## config.mk

```make
export PLATFORM = sky130hd
export DESIGN_NAME = adc_multislope
export DESIGN_NICKNAME = d
export VERILOG_FILES = /design/src/rtl/dmm_defs.sv /design/src/rtl/sync2.sv /design/src/rtl/adc_multislope.sv
export SDC_FILE = /design/constraint.sdc
export NUM_CORES = 1
export LEC_CHECK = 0
export BUFFER_PORTS_ARGS = -buffer_cell sky130_fd_sc_hd__buf_4
export CORE_AREA = 2 2 126 128
export DETAILED_ROUTE_END_ITERATION = 7
export DIE_AREA = 0 0 128 130
export PLACE_DENSITY = 0.77
export SYNTH_ARGS = -nofsm -noshare
export SYNTH_HDL_FRONTEND = slang
export SYNTH_SLANG_ARGS = --single-unit
```

## constraint.sdc

```tcl
create_clock -name clk -period 4 [get_ports clk]
set_clock_uncertainty 0.15 [all_clocks]
set_input_delay 0.4 -clock clk [delete_from_list [all_inputs] [get_ports clk]]
set_output_delay 0.4 -clock clk [all_outputs]
set_load 0.03 [all_outputs]
```

## src/rtl/dmm_defs.sv

```systemverilog
// Shared encodings for the DMM converter blocks.
// The modulation sequencer and the MCU readout use the same values.
package dmm_defs;

    localparam int unsigned CLK_FREQ = 20_000_000;

    localparam logic [1:0] REFMUX_OFF = 2'b00;
    localparam logic [1:0] REFMUX_POS = 2'b01;
    localparam logic [1:0] REFMUX_NEG = 2'b10;

    localparam logic SW_INT_RESET_CLOSED = 1'b1;
    localparam logic SW_INT_RESET_OPEN   = 1'b0;

    localparam logic [2:0] ST_IDLE      = 3'd0;
    localparam logic [2:0] ST_RESET_INT = 3'd1;
    localparam logic [2:0] ST_RUNUP     = 3'd2;
    localparam logic [2:0] ST_RUNDOWN   = 3'd3;
    localparam logic [2:0] ST_DONE      = 3'd4;

endpackage

```

## src/rtl/sync2.sv

```systemverilog
// Two-flop synchroniser for a single asynchronous input.
// Reusable for any slow asynchronous status line.
module sync2 #(
    parameter logic RST_VAL = 1'b0
) (
    input  logic clk_i,
    input  logic rst_ni,
    input  logic d_i,
    output logic q_o
);

    logic meta_q;
    logic sync_q;

    always_ff @(posedge clk_i or negedge rst_ni) begin
        if (!rst_ni) begin
            meta_q <= RST_VAL;
            sync_q <= RST_VAL;
        end else begin
            meta_q <= d_i;
            sync_q <= meta_q;
        end
    end

    assign q_o = sync_q;

endmodule

```

## src/rtl/adc_multislope.sv

```systemverilog
// Multi-slope integrating ADC sequencer: integrator reset, modulated
// run-up, timed run-down, result publish with a valid flag.
module adc_multislope
    import dmm_defs::*;
#(
    parameter int INT_RESET_N = 200,
    parameter int CYCLE_N     = 100,
    parameter int RUNDOWN_MAX = 4000,
    parameter int CW          = 24
) (
    input  logic          clk,
    input  logic          reset,
    input  logic          adc_measure_trig,
    input  logic [31:0]   clk_count_aperture_n,
    input  logic          cmpr_in,
    output logic          adc_measure_valid,
    output logic          sw_int_reset,
    output logic [1:0]    refmux,
    output logic [CW-1:0] count_up,
    output logic [CW-1:0] count_down,
    output logic [CW-1:0] count_rundown,
    output logic          overflow,
    output logic [1:0]    monitor
);

    localparam logic [15:0]   RST_LAST = 16'(INT_RESET_N - 1);
    localparam logic [15:0]   CYC_LAST = 16'(CYCLE_N - 1);
    localparam logic [CW-1:0] RD_MAX   = CW'(RUNDOWN_MAX);
    localparam logic [CW-1:0] RD_LAST  = CW'(RUNDOWN_MAX - 1);

    logic          cmpr;
    logic [2:0]    state_q, state_d;
    logic          valid_q, valid_d;
    logic [1:0]    refmux_q, refmux_d;
    logic [CW-1:0] cnt_up_q, cnt_up_d;
    logic [CW-1:0] cnt_dn_q, cnt_dn_d;
    logic [CW-1:0] cnt_rd_q, cnt_rd_d;
    logic          ovf_q, ovf_d;
    logic          sign_q, sign_d;
    logic [31:0]   aperture_q, aperture_d;
    logic [15:0]   timer_q, timer_d;
    logic [31:0]   apt_dec;
    logic          cyc_start;

    function automatic logic [CW-1:0] sat_inc(input logic [CW-1:0] v);
        return (&v) ? v : v + 1'b1;
    endfunction

    sync2 #(.RST_VAL(1'b0)) u_cmpr_sync (
        .clk_i  (clk),
        .rst_ni (reset),
        .d_i    (cmpr_in),
        .q_o    (cmpr)
    );

    always_comb begin
        state_d    = state_q;
        valid_d    = valid_q;
        refmux_d   = refmux_q;
        cnt_up_d   = cnt_up_q;
        cnt_dn_d   = cnt_dn_q;
        cnt_rd_d   = cnt_rd_q;
        ovf_d      = ovf_q;
        sign_d     = sign_q;
        aperture_d = aperture_q;
        timer_d    = timer_q;
        cyc_start  = 1'b0;
        apt_dec    = (aperture_q == '0) ? '0 : aperture_q - 32'd1;

        case (state_q)
            ST_IDLE: state_d = ST_IDLE;
            ST_RESET_INT: begin
                if (timer_q == RST_LAST) begin
                    state_d   = ST_RUNUP;
                    timer_d   = '0;
                    cyc_start = 1'b1;
                end else begin
                    timer_d = timer_q + 16'd1;
                end
            end
            ST_RUNUP: begin
                aperture_d = apt_dec;
                if (timer_q == CYC_LAST) begin
                    timer_d = '0;
                    // Aperture is rounded up to a whole number of cycles
                    if (apt_dec == '0) begin
                        state_d  = ST_RUNDOWN;
                        sign_d   = cmpr;
                        refmux_d = cmpr ? REFMUX_NEG : REFMUX_POS;
                    end else begin
                        cyc_start = 1'b1;
                    end
                end else begin
                    timer_d = timer_q + 16'd1;
                end
            end
            ST_RUNDOWN: begin
                if (cmpr != sign_q) begin
                    state_d  = ST_DONE;
                    refmux_d = REFMUX_OFF;
                end else if (cnt_rd_q >= RD_LAST) begin
                    cnt_rd_d = RD_MAX;
                    ovf_d    = 1'b1;
                    state_d  = ST_DONE;
                    refmux_d = REFMUX_OFF;
                end else begin
                    cnt_rd_d = cnt_rd_q + 1'b1;
                end
            end
            ST_DONE: begin
                valid_d = 1'b1;
                state_d = ST_IDLE;
            end
            default: begin
                state_d  = ST_IDLE;
                refmux_d = REFMUX_OFF;
            end
        endcase

        if (cyc_start) begin
            refmux_d = cmpr ? REFMUX_NEG : REFMUX_POS;
            if (cmpr) cnt_dn_d = sat_inc(cnt_dn_q);
            else      cnt_up_d = sat_inc(cnt_up_q);
        end

        // A trigger restarts from any state and hides stale results
        if (adc_measure_trig) begin
            state_d    = ST_RESET_INT;
            valid_d    = 1'b0;
            refmux_d   = REFMUX_OFF;
            cnt_up_d   = '0;
            cnt_dn_d   = '0;
            cnt_rd_d   = '0;
            ovf_d      = 1'b0;
            aperture_d = clk_count_aperture_n;
            timer_d    = '0;
        end
    end

    always_ff @(posedge clk or negedge reset) begin
        if (!reset) begin
            state_q    <= ST_IDLE;
            valid_q    <= 1'b0;
            refmux_q   <= REFMUX_OFF;
            cnt_up_q   <= '0;
            cnt_dn_q   <= '0;
            cnt_rd_q   <= '0;
            ovf_q      <= 1'b0;
            sign_q     <= 1'b0;
            aperture_q <= '0;
            timer_q    <= '0;
        end else begin
            state_q    <= state_d;
            valid_q    <= valid_d;
            refmux_q   <= refmux_d;
            cnt_up_q   <= cnt_up_d;
            cnt_dn_q   <= cnt_dn_d;
            cnt_rd_q   <= cnt_rd_d;
            ovf_q      <= ovf_d;
            sign_q     <= sign_d;
            aperture_q <= aperture_d;
            timer_q    <= timer_d;
        end
    end

    assign adc_measure_valid = valid_q;
    assign refmux            = refmux_q;
    assign count_up          = cnt_up_q;
    assign count_down        = cnt_dn_q;
    assign count_rundown     = cnt_rd_q;
    assign overflow          = ovf_q;
    assign sw_int_reset      = (state_q == ST_RUNUP || state_q == ST_RUNDOWN)
                               ? SW_INT_RESET_OPEN : SW_INT_RESET_CLOSED;
    assign monitor           = {state_q == ST_DONE, state_q == ST_RUNUP};

endmodule

```

==> results.toml, run 1 <==
[status]
status = "completed"

[synthesis]
async_flop_share = 1.000
ys_ff_latch = 130
ys_seq_area_frac = 0.4202
synth_fp_nets = 958
synthTopCellsByCount = "130 x dfrtp_1, 98 x nor2_1, 89 x nand2_1"
yosys.area.top_type_share = 0.4202
syn_area_per_cell_um2 = 8.442
yosysMostFrequentCell = "dfrtp_1"
synth_edf_count = 0
syn-cell-area_mm2 = 0.007741
synthCells = 917
dominantRegCellSynth = "dfrtp_1"
synth_area_leaders = "dfrtp_1 42%, o21ai_0 5.5%, nor2_1 4.8%"
post-synth-top-area-cell = "dfrtp_1"
synth.distinct_cells = 63
yosysWarnings = 0

[setup_path]
crit_chain = "or4_4 > or4_1 > or3_1 > a2111o_1 > nand4b_4 > o311ai_4 > buf_4 > buf_12 > mux2i_1 > nor2_1"
r2r_cells = 10
cp-start-kind = "flop"
worstSetupPathType = "flop to flop"
r2r_end = "count_down[1]$_DFFE_PN0P_"
cp_slowest_cell = "or4_4"
crit_path_max_incr_delay_ns = 0.57
crit_required_ns = 4.13
critical-path-top-delay-family = "simple AND/OR/NAND/NOR gates"
worstPathArrival_ns = 3.99
end_kind = "flop"
timing.rr.start = "aperture_q[19]$_DFFE_PN0P_"
cp.buffers_inverters = 2
path_max_fanout = 20
reg2reg_slack_ns = 0.14

[timing]
setup_violations = 0
fin_crit_sh = 0.9643
grt_setup_unrepaired = "false"
fin_setup_tns_ns = 0
slew_headroom = 0.3233
hold_viol = 0
min_period_ns = 3.857
slew_violations = 0
worstMarginPinSlew_ns = 1.011
clock.fmax_mhz = 259.3

[drt]
ant_nets = 0
wl_met3_mm = 1.429
top_layer = "met4"
wl_per_cell_um = 17.39
drcViolationCount = 0
met2WireLength_mm = 9.999
num_vias = 7669
drt_iter0_drc = 704
wirelength_met1_mm = 9.575
via_per_inst = 6.215
routed_wl_mm = 21.46
drtPass1Iterations = 6

[floorplanning]
die_area_mm2 = 0.01664
start_util = 0.5019
chipWidth_um = 128
die_h_um = 130
coreArea_mm2 = 0.01542
num_rows = 46
ios = 115

[clock_network]
htree_levels = 4
clock_sinks = 130
clockBufferDepth = 2
tritoncts = "built"
clockRootBuffer = "clkbuf_16"
path_clk_slew_ns = 0.06
numCtsBuffers = 17
clk_latency_ns = 0.43

[min_path]
worstHoldPathType = "input port to flop"
hold_end = "aperture_q[14]$_DFFE_PN0P_"
min_from = "clk_count_aperture_n[14]"
hold_depth = 3

[placed_design]
hpwl_mm = 14.41
placed_area_mm2 = 0.008836
globalplace.congestion = 0.9374
port_buffers = 114
dp_cells = 1198

[global_routing]
grt_overflow = 0
grt_antenna_before_repair = 0
grt_pass1_wl_mm = 35.07
grt_pass1_vias = 7084
track_usage = 0.2607
grt_max_degree = 102

[power_and_ir_drop]
p_sw_uw = 764.0
power_density_mw_per_mm2 = 332.6
swShare = 0.2423
ir_drop_mv = 0.3152
p_total_uw = 3152
leakagePower_uw = 0.003994
p_comb_frac = 0.072
p_int_uw = 2388
seqPwrFrac = 0.444
pwr-share-clk = 0.484

[run]
cap_violations = 0

[cells_and_area]
fin_area_mm2 = 0.009479
diodes = 0
final_cell_count_no_fill = 1234
fin_nets = 1071
area_growth_pct = 22.45
drive_gt1_frac = 0.1900
==> state kept, by name (all words and copies together) (netlist names) <==
register / count
u_cmpr_sync.q_o: 1
u_cmpr_sync.meta_q: 1
sign_q: 1
count_rundown: 24
aperture_q: 32
count_up: 24
adc_measure_valid: 1
count_down: 24
overflow: 1
state_q: 3
timer_q: 16
refmux: 2
==> how the worst max path moves through the flow <==
stage | start | to | slack (ns) | cells past startpoint
final | aperture_q[19]$_DFFE_PN0P_ | count_down[1]$_DFFE_PN0P_ | 0.14 | 10
after global routing | aperture_q[19]$_DFFE_PN0P_ | count_down[1]$_DFFE_PN0P_ | 0.03 | 10
after CTS | aperture_q[19]$_DFFE_PN0P_ | count_up[22]$_DFFE_PN0P_ | 0.12 | 10
after detailed placement | aperture_q[1]$_DFFE_PN0P_ | count_up[22]$_DFFE_PN0P_ | 0.13 | 11
after global placement | aperture_q[1]$_DFFE_PN0P_ | count_up[21]$_DFFE_PN0P_ | 0.22 | 11
after floorplan | aperture_q[18]$_DFFE_PN0P_ | count_down[1]$_DFFE_PN0P_ | 0.19 | 12
==> kinds of logic (layout without fill, tap and decap cells) <==
kind of cell / after synthesis / in the layout / share of synthesized area
muxes: 18 / 18 / 0.02505
adders and majority gates: 5 / 5 / 0.008081
DFF: 130 / 130 / 0.4202
buffers and inverters: 70 / 195 / 0.04024
and+or+nand+nor: 450 / 450 / 0.3077
xor gates and xnor gates: 13 / 13 / 0.01471
AOI/OAI and AO/OA: 231 / 231 / 0.1839
==> per-layer routing <==
metal,GRT usage,vias to the layer above
li1,-,3628
met1,0.3562,3708
met2,0.4083,293
met3,0.05945,40
met4,0.09761,0
met5,0,-
==> what timing repair did <==
item	CTS	global route
hold buffers	2	0
buffers inserted	0	2
resized for setup	0	2
setup endpoints to repair	0	13
endpoints found under the hold margin	52	0
==> area by class of cell <==
cell class | count | area [µm²]
fillers | 1348 | 5946
multi-input cells | 717 | 4188
flip-flops and latches | 130 | 3253
repair buffers | 149 | 1170
inverters | 15 | 56.30
clock buffers | 23 | 467.9
clock inverters | 8 | 103.9
well taps | 192 | 240.2
==> power by group through the flow <==
stage / logic (µW) / clock network, µW / registers [µW]
finish: 228 / 1520 / 1400
global route: 257 / 1600 / 1410
CTS: 228 / 1540 / 1400
detailed placement: 225 / 0 / 1420
global placement: 221 / 0 / 1420
floorplan: 135 / 0 / 1400
==> cells in the final DEF, fill, tap and decap left out, types with 29 or more instances in the layout <==
cell,n
buf_4,143
dfrtp_1,130
nor2_1,98
nand2_1,89
o21ai_0,85
a21oi_1,62
nand3_1,34
nor3_1,32
or3_1,29
==> worst reg2reg max path: cells and delay by family (launching register included) <==
family | cells | cell delay (ns)
AND/OR/NAND/NOR | 5 | 1.81
AO/OA/AOI/OAI | 2 | 0.76
flip-flops | 1 | 0.43
buffers and inverters | 2 | 0.35
multiplexers | 1 | 0.19
==> metrics by stage <==
step	setup WS [ns]	utilization	hold slack (ns)
final	0.1428	0.6145	0.02206
after global placement	0.2215	0.5728	0.1825
after CTS	0.1174	0.6112	0.02160
after floorplan	0.1939	-	-0.04559
after global routing	0.03090	0.6145	0.02820
after detailed placement	0.1339	0.5728	0.1847
No activity file was read; power rests on OpenSTA's default activity.
==> run 2, diff against run 1 <==
--- a/config.mk
+++ b/config.mk
@@ -6,10 +6,10 @@
 export NUM_CORES = 1
 export LEC_CHECK = 0
 export BUFFER_PORTS_ARGS = -buffer_cell sky130_fd_sc_hd__buf_4
-export CORE_AREA = 2 2 126 128
+export CORE_AREA = 2 2 135 137
 export DETAILED_ROUTE_END_ITERATION = 7
-export DIE_AREA = 0 0 128 130
-export PLACE_DENSITY = 0.77
+export DIE_AREA = 0 0 137 139
+export PLACE_DENSITY = 0.69
 export SYNTH_ARGS = -nofsm -noshare
 export SYNTH_HDL_FRONTEND = slang
 export SYNTH_SLANG_ARGS = --single-unit
==> run 2 against run 1 <==
Critical path depth is 1 lower. Die area rose by 14%. Sequential share of layout area is 0.35 points lower. Clock power increased by 7%. Global-route usage decreased by 3.2 points. First-iteration DRC count increased by 28%. Non-clock buffer count rose by 1. Power is 3.4% higher. Final cell count increased by 3.2%.
==> results.toml, run 2 (synthesis gave the netlist of run 1 again) <==
[setup_path]
path_max_fanout = 39
worstSetupPathType = "flop to flop"
r2r_end = "count_down[16]$_DFFE_PN0P_"
r2r_cells = 9
worstPathArrival_ns = 3.99
cp-start-kind = "flop"
timing.rr.start = "aperture_q[19]$_DFFE_PN0P_"
end_kind = "flop"
reg2reg_slack_ns = 0.16
crit_required_ns = 4.15

[floorplanning]
coreArea_mm2 = 0.01766
start_util = 0.4384
chipWidth_um = 137
die_h_um = 139
ios = 115
num_rows = 49
die_area_mm2 = 0.01904

[timing]
setup_violations = 0
setup_ws_ns = 0.1643
clock.fmax_mhz = 260.7
worstMarginPinSlew_ns = 1.003
min_period_ns = 3.836
fin_setup_tns_ns = 0
grt_setup_unrepaired = "false"
hold_viol = 0
slew_violations = 0
slew_headroom = 0.3289
fin_crit_sh = 0.9589

[run]
cap_violations = 0

[placed_design]
port_buffers = 114
globalplace.congestion = 0.9141
dp_slack_ns = 0.1529
hpwl_mm = 14.57

[clock_network]
htree_levels = 4
clk_latency_ns = 0.42
numCtsBuffers = 17
path_clk_slew_ns = 0.06
tritoncts = "built"
clock_sinks = 130
clockBufferDepth = 2
clockRootBuffer = "clkbuf_16"

[power_and_ir_drop]
leakagePower_uw = 0.004024
p_total_uw = 3258
power_density_mw_per_mm2 = 340.2
ir_drop_mv = 0.3134

[cells_and_area]
largest_register_ff_count = 32
final_common_cell = "buf_4"
area_growth_pct = 23.69
seq_area_mm2 = 0.003253
nFillCells = 1634
fin_nets = 1072
layout_common_cells = "144 x buf_4, 130 x dfrtp_1, 98 x nor2_1"
multi_input_area_mm2 = 0.004182
top_register = "aperture_q"
drive_gt1_frac = 0.1935
diodes = 0

[drt]
drtPass1Iterations = 6
drt_iter0_drc = 902
routed_wl_mm = 21.57
via_per_inst = 5.925
wirelength_met1_mm = 9.629
ant_nets = 0
wl_met3_mm = 1.572
met2WireLength_mm = 10.07
drcViolationCount = 0
wl_per_cell_um = 16.94
num_vias = 7543
top_layer = "met4"

[min_path]
worstHoldPathType = "input port to flop"
hold_end = "aperture_q[30]$_DFFE_PN0P_"
min_from = "clk_count_aperture_n[30]"
hold_depth = 3

[global_routing]
grt_pass1_vias = 7038
grt_overflow = 0
grt_max_degree = 94
grt_antenna_before_repair = 0
track_usage = 0.2283
grt_pass1_wl_mm = 35.36

[status]
status = "completed"
run 2: cell types whose count changed in the layout (fill, tap and decap cells not counted):
cell / before / now
buf_4: 143 / 144
inv_6: 1 / 2
clkbuf_1: 4 / 1
bufinv_16: 2 / 3
clkinvlp_4: 1 / 2
nor4_2: 1 / 0
clkbuf_8: 2 / 3
nor4_1: 27 / 28
run 2: worst max path at each step:
| stage | start | cells past startpoint | end |
|---|---|---|---|
| after global routing | aperture_q[19]$_DFFE_PN0P_ | 9 | count_down[16]$_DFFE_PN0P_ |
| after detailed placement | aperture_q[1]$_DFFE_PN0P_ | 11 | count_up[21]$_DFFE_PN0P_ |
| after global placement | aperture_q[19]$_DFFE_PN0P_ | 9 | count_down[16]$_DFFE_PN0P_ |
| after floorplan | aperture_q[18]$_DFFE_PN0P_ | 12 | count_down[1]$_DFFE_PN0P_ |
| final | aperture_q[19]$_DFFE_PN0P_ | 9 | count_down[16]$_DFFE_PN0P_ |
| after CTS | aperture_q[1]$_DFFE_PN0P_ | 11 | count_up[21]$_DFFE_PN0P_ |
run 2: worst max-delay path: stages (launching register included):
cell      delay (ns)
dfrtp_1         0.42
or4_4           0.56
or4_1           0.55
or3_1           0.41
a2111o_1        0.51
nand4b_4        0.22
o311ai_4        0.28
buf_12          0.23
nor4b_1         0.08
mux2_1          0.30
run 2: where the power goes:
part | leakage [µW] | internal [µW] | switching, µW
clock | 0.000300 | 1030 | 594
combinational | 0.00198 | 94.5 | 141
sequential | 0.00174 | 1350 | 46.7
total | 0.00402 | 2480 | 782
run 2: what timing repair did:
item / 4_1_cts / 5_1_grt
endpoints found under the setup margin: 0 / 9
hold buffers: 2 / 0
endpoints found under the hold margin: 92 / 0
buffers inserted: 0 / 1
resized for setup: 0 / 1
run 2: layout make-up:
class | instances | area share
Clock buffer | 21 | 0.04913
Multi-Input combinational cell | 717 | 0.4367
Tap cell | 229 | 0.02992
Timing Repair Buffer | 150 | 0.1230
Clock inverter | 11 | 0.01568
Sequential cell | 130 | 0.3397
Inverter | 15 | 0.005880
run 2: routing by layer:
metal  up-vias  global-route usage
li1       3633                   -
met1      3639              0.3151
met2       250              0.3551
met3        21             0.06067
met4         0             0.05860
met5         -                   0
run 2: stage by stage:
stage | hold WS, ns | std cells | cell area (µm²) | util
final | 0.04135 | 1273 | 9575 | 0.5423
after CTS | 0.02965 | 1271 | 9538 | 0.5402
after floorplan | -0.04559 | 917 | 7741 | -
after detailed placement | 0.1855 | 1237 | 8897 | 0.5039
after global routing | 0.04348 | 1273 | 9575 | 0.5423
after global placement | 0.1851 | 1237 | 8897 | 0.5039
==> run 3, diff against run 2 <==
--- a/config.mk
+++ b/config.mk
@@ -9,7 +9,8 @@
 export CORE_AREA = 2 2 135 137
 export DETAILED_ROUTE_END_ITERATION = 7
 export DIE_AREA = 0 0 137 139
-export PLACE_DENSITY = 0.69
+export PLACE_DENSITY = 0.66
+export RECOVER_POWER = 100
 export SYNTH_ARGS = -nofsm -noshare
 export SYNTH_HDL_FRONTEND = slang
 export SYNTH_SLANG_ARGS = --single-unit
==> run 3 against run 2 <==
The run now ends with max-capacitance violations, max-slew violations left. Hold slack lost 0.010 ns. Combinational power fell by 3%. Register-to-register slack is essentially flat. Cell area shrank 3.8%. Highest routed layer unchanged.
==> results.toml, run 3 (synthesis gave the netlist of run 1 again) <==
[status]
status = "finished, violations left"
failed_checks = "max-capacitance violations, max-slew violations"

[drt]
ant_nets = 0
drt_iter0_drc = 673
via_per_inst = 5.863
num_vias = 7452
drtPass1Iterations = 6
drcViolationCount = 0
routed_wl_mm = 21.31
wl_per_cell_um = 16.77

[power_and_ir_drop]
leakagePower_uw = 0.003653
seqPwrFrac = 0.437
pwr-share-clk = 0.491
ir_drop_mv = 0.2962
p_int_uw = 2383
power_density_mw_per_mm2 = 347.0
swShare = 0.2550
p_sw_uw = 815.5
p_total_uw = 3198
p_comb_frac = 0.072

[timing]
clock.fmax_mhz = 260.9
fin_crit_sh = 0.9581
fin_worst_hold_slack_ns = 0.03132
slew_headroom = -0.7062
fin_setup_tns_ns = 0
worstMarginPinSlew_ns = 2.559
hold_viol = 0
grt_setup_unrepaired = "false"
min_period_ns = 3.832
slew_violations = 99
setup_violations = 0

[min_path]
hold_depth = 3
min_from = "clk_count_aperture_n[30]"
hold_end = "aperture_q[30]$_DFFE_PN0P_"
worstHoldPathType = "input port to flop"

[cells_and_area]
layout_common_cells = "130 x dfrtp_1, 98 x nor2_1, 89 x nand2_1"
fin_nets = 1070
largest_register_ff_count = 32
nFillCells = 1735
top_register = "aperture_q"
drive_gt1_frac = 0.1132
area_growth_pct = 19.04
diodes = 0
final_common_cell = "dfrtp_1"

[floorplanning]
die_h_um = 139
num_rows = 49
ios = 115
coreArea_mm2 = 0.01766
start_util = 0.4384
die_area_mm2 = 0.01904
chipWidth_um = 137

[setup_path]
reg2reg_slack_ns = 0.17
crit_path_max_incr_delay_ns = 0.56
cp-start-kind = "flop"
worstPathArrival_ns = 3.99
worstSetupPathType = "flop to flop"
critical-path-top-delay-family = "simple AND/OR/NAND/NOR gates"
r2r_cells = 9
end_kind = "flop"
cp.buffers_inverters = 1
r2r_end = "count_down[16]$_DFFE_PN0P_"
crit_chain = "or4_4 > or4_1 > or3_1 > a2111o_1 > nand4b_4 > o311ai_4 > buf_12 > nor4b_1 > mux2_1"
timing.rr.start = "aperture_q[19]$_DFFE_PN0P_"
crit_required_ns = 4.15
path_max_fanout = 39
cp_slowest_cell = "or4_4"
cp-startpoint = "aperture_q[19]$_DFFE_PN0P_"

[clock_network]
numCtsBuffers = 17
htree_levels = 4
tritoncts = "built"
ctsResizeCount = 0
clockBufferDepth = 2
clockRootBuffer = "clkbuf_16"
path_clk_slew_ns = 0.06
clock_sinks = 130
clk_latency_ns = 0.42

[placed_design]
hpwl_mm = 14.31
globalplace.congestion = 0.9052
port_buffers = 114

[global_routing]
grt_max_degree = 99
grt_antenna_before_repair = 0
grt_pass1_wl_mm = 35.49
track_usage = 0.2305
grt_pass1_vias = 6958
grt_overflow = 0

[run]
cap_violations = 1
-- run 3: cell types whose count changed in the layout (fill, tap and decap cells not counted), sizes merged --
| cell | delta |
|---|---|
| clkinv | +2 |
| buf | -87 |
| inv | +1 |
| bufinv | -1 |
| clkinvlp | +1 |
| clkbuf | +82 |
-- run 3: per-layer routing --
layer,GRT usage,part of all wire,up-vias
li1,-,-,3630
met1,0.3215,0.46,3560
met2,0.3603,0.47,236
met3,0.05811,0.066,26
met4,0.05372,0.0098,0
met5,0,0,-
-- run 3: power by group through the flow --
stage / clock (µW) / combinational, µW / sequential (µW)
after global routing: 1670 / 259 / 1400
after detailed placement: 0 / 228 / 1420
after CTS: 1590 / 232 / 1400
after global placement: 0 / 228 / 1420
final: 1570 / 229 / 1400
after floorplan: 0 / 135 / 1400
-- run 3: area by class of cell --
type / instances / area [µm²] / share of cell area
Timing Repair Buffer: 148 / 847.1 / 0.09192
Multi-Input combinational cell: 717 / 4177 / 0.4532
Inverter: 15 / 56.30 / 0.006110
Clock inverter: 14 / 156.4 / 0.01697
Sequential cell: 130 / 3253 / 0.3530
Clock buffer: 18 / 439.2 / 0.04766
Tap cell: 229 / 286.5 / 0.03109
-- run 3: repair_timing --
item | in CTS | in global routing
endpoints found under the setup margin | 0 | 9
hold buffers | 2 | 0
hold endpoints to repair | 37 | 0
setup buffers | 0 | 1
-- run 3: worst reg2reg max path: stages (launching register included) --
cell and delay, ns:
dfrtp_1 0.42, or4_4 0.56, or4_1 0.56, or3_1 0.40
a2111o_1 0.50, nand4b_4 0.22, o311ai_4 0.28, buf_12 0.22
nor4b_1 0.09, mux2_1 0.31
-- run 3: how the worst max path moves through the flow --
| stage | cells past startpoint | endpoint |
|---|---|---|
| final | 9 | count_down[16]$_DFFE_PN0P_ |
| after global routing | 11 | count_down[22]$_DFFE_PN0P_ |
| after CTS | 11 | count_up[22]$_DFFE_PN0P_ |
| after detailed placement | 11 | count_up[22]$_DFFE_PN0P_ |
| after global placement | 11 | count_up[22]$_DFFE_PN0P_ |
| after floorplan | 12 | count_down[1]$_DFFE_PN0P_ |
-- run 3: through the flow --
step	setup WS (ns)	instances	util	instance area (µm²)
after floorplan	0.1939	917	-	7741
after global placement	0.1986	1235	0.5030	8882
after detailed placement	0.1604	1235	0.5030	8882
after CTS	0.1271	1269	0.5379	9498
after global routing	0.01339	1271	0.5219	9215
final	0.1677	1271	0.5219	9215
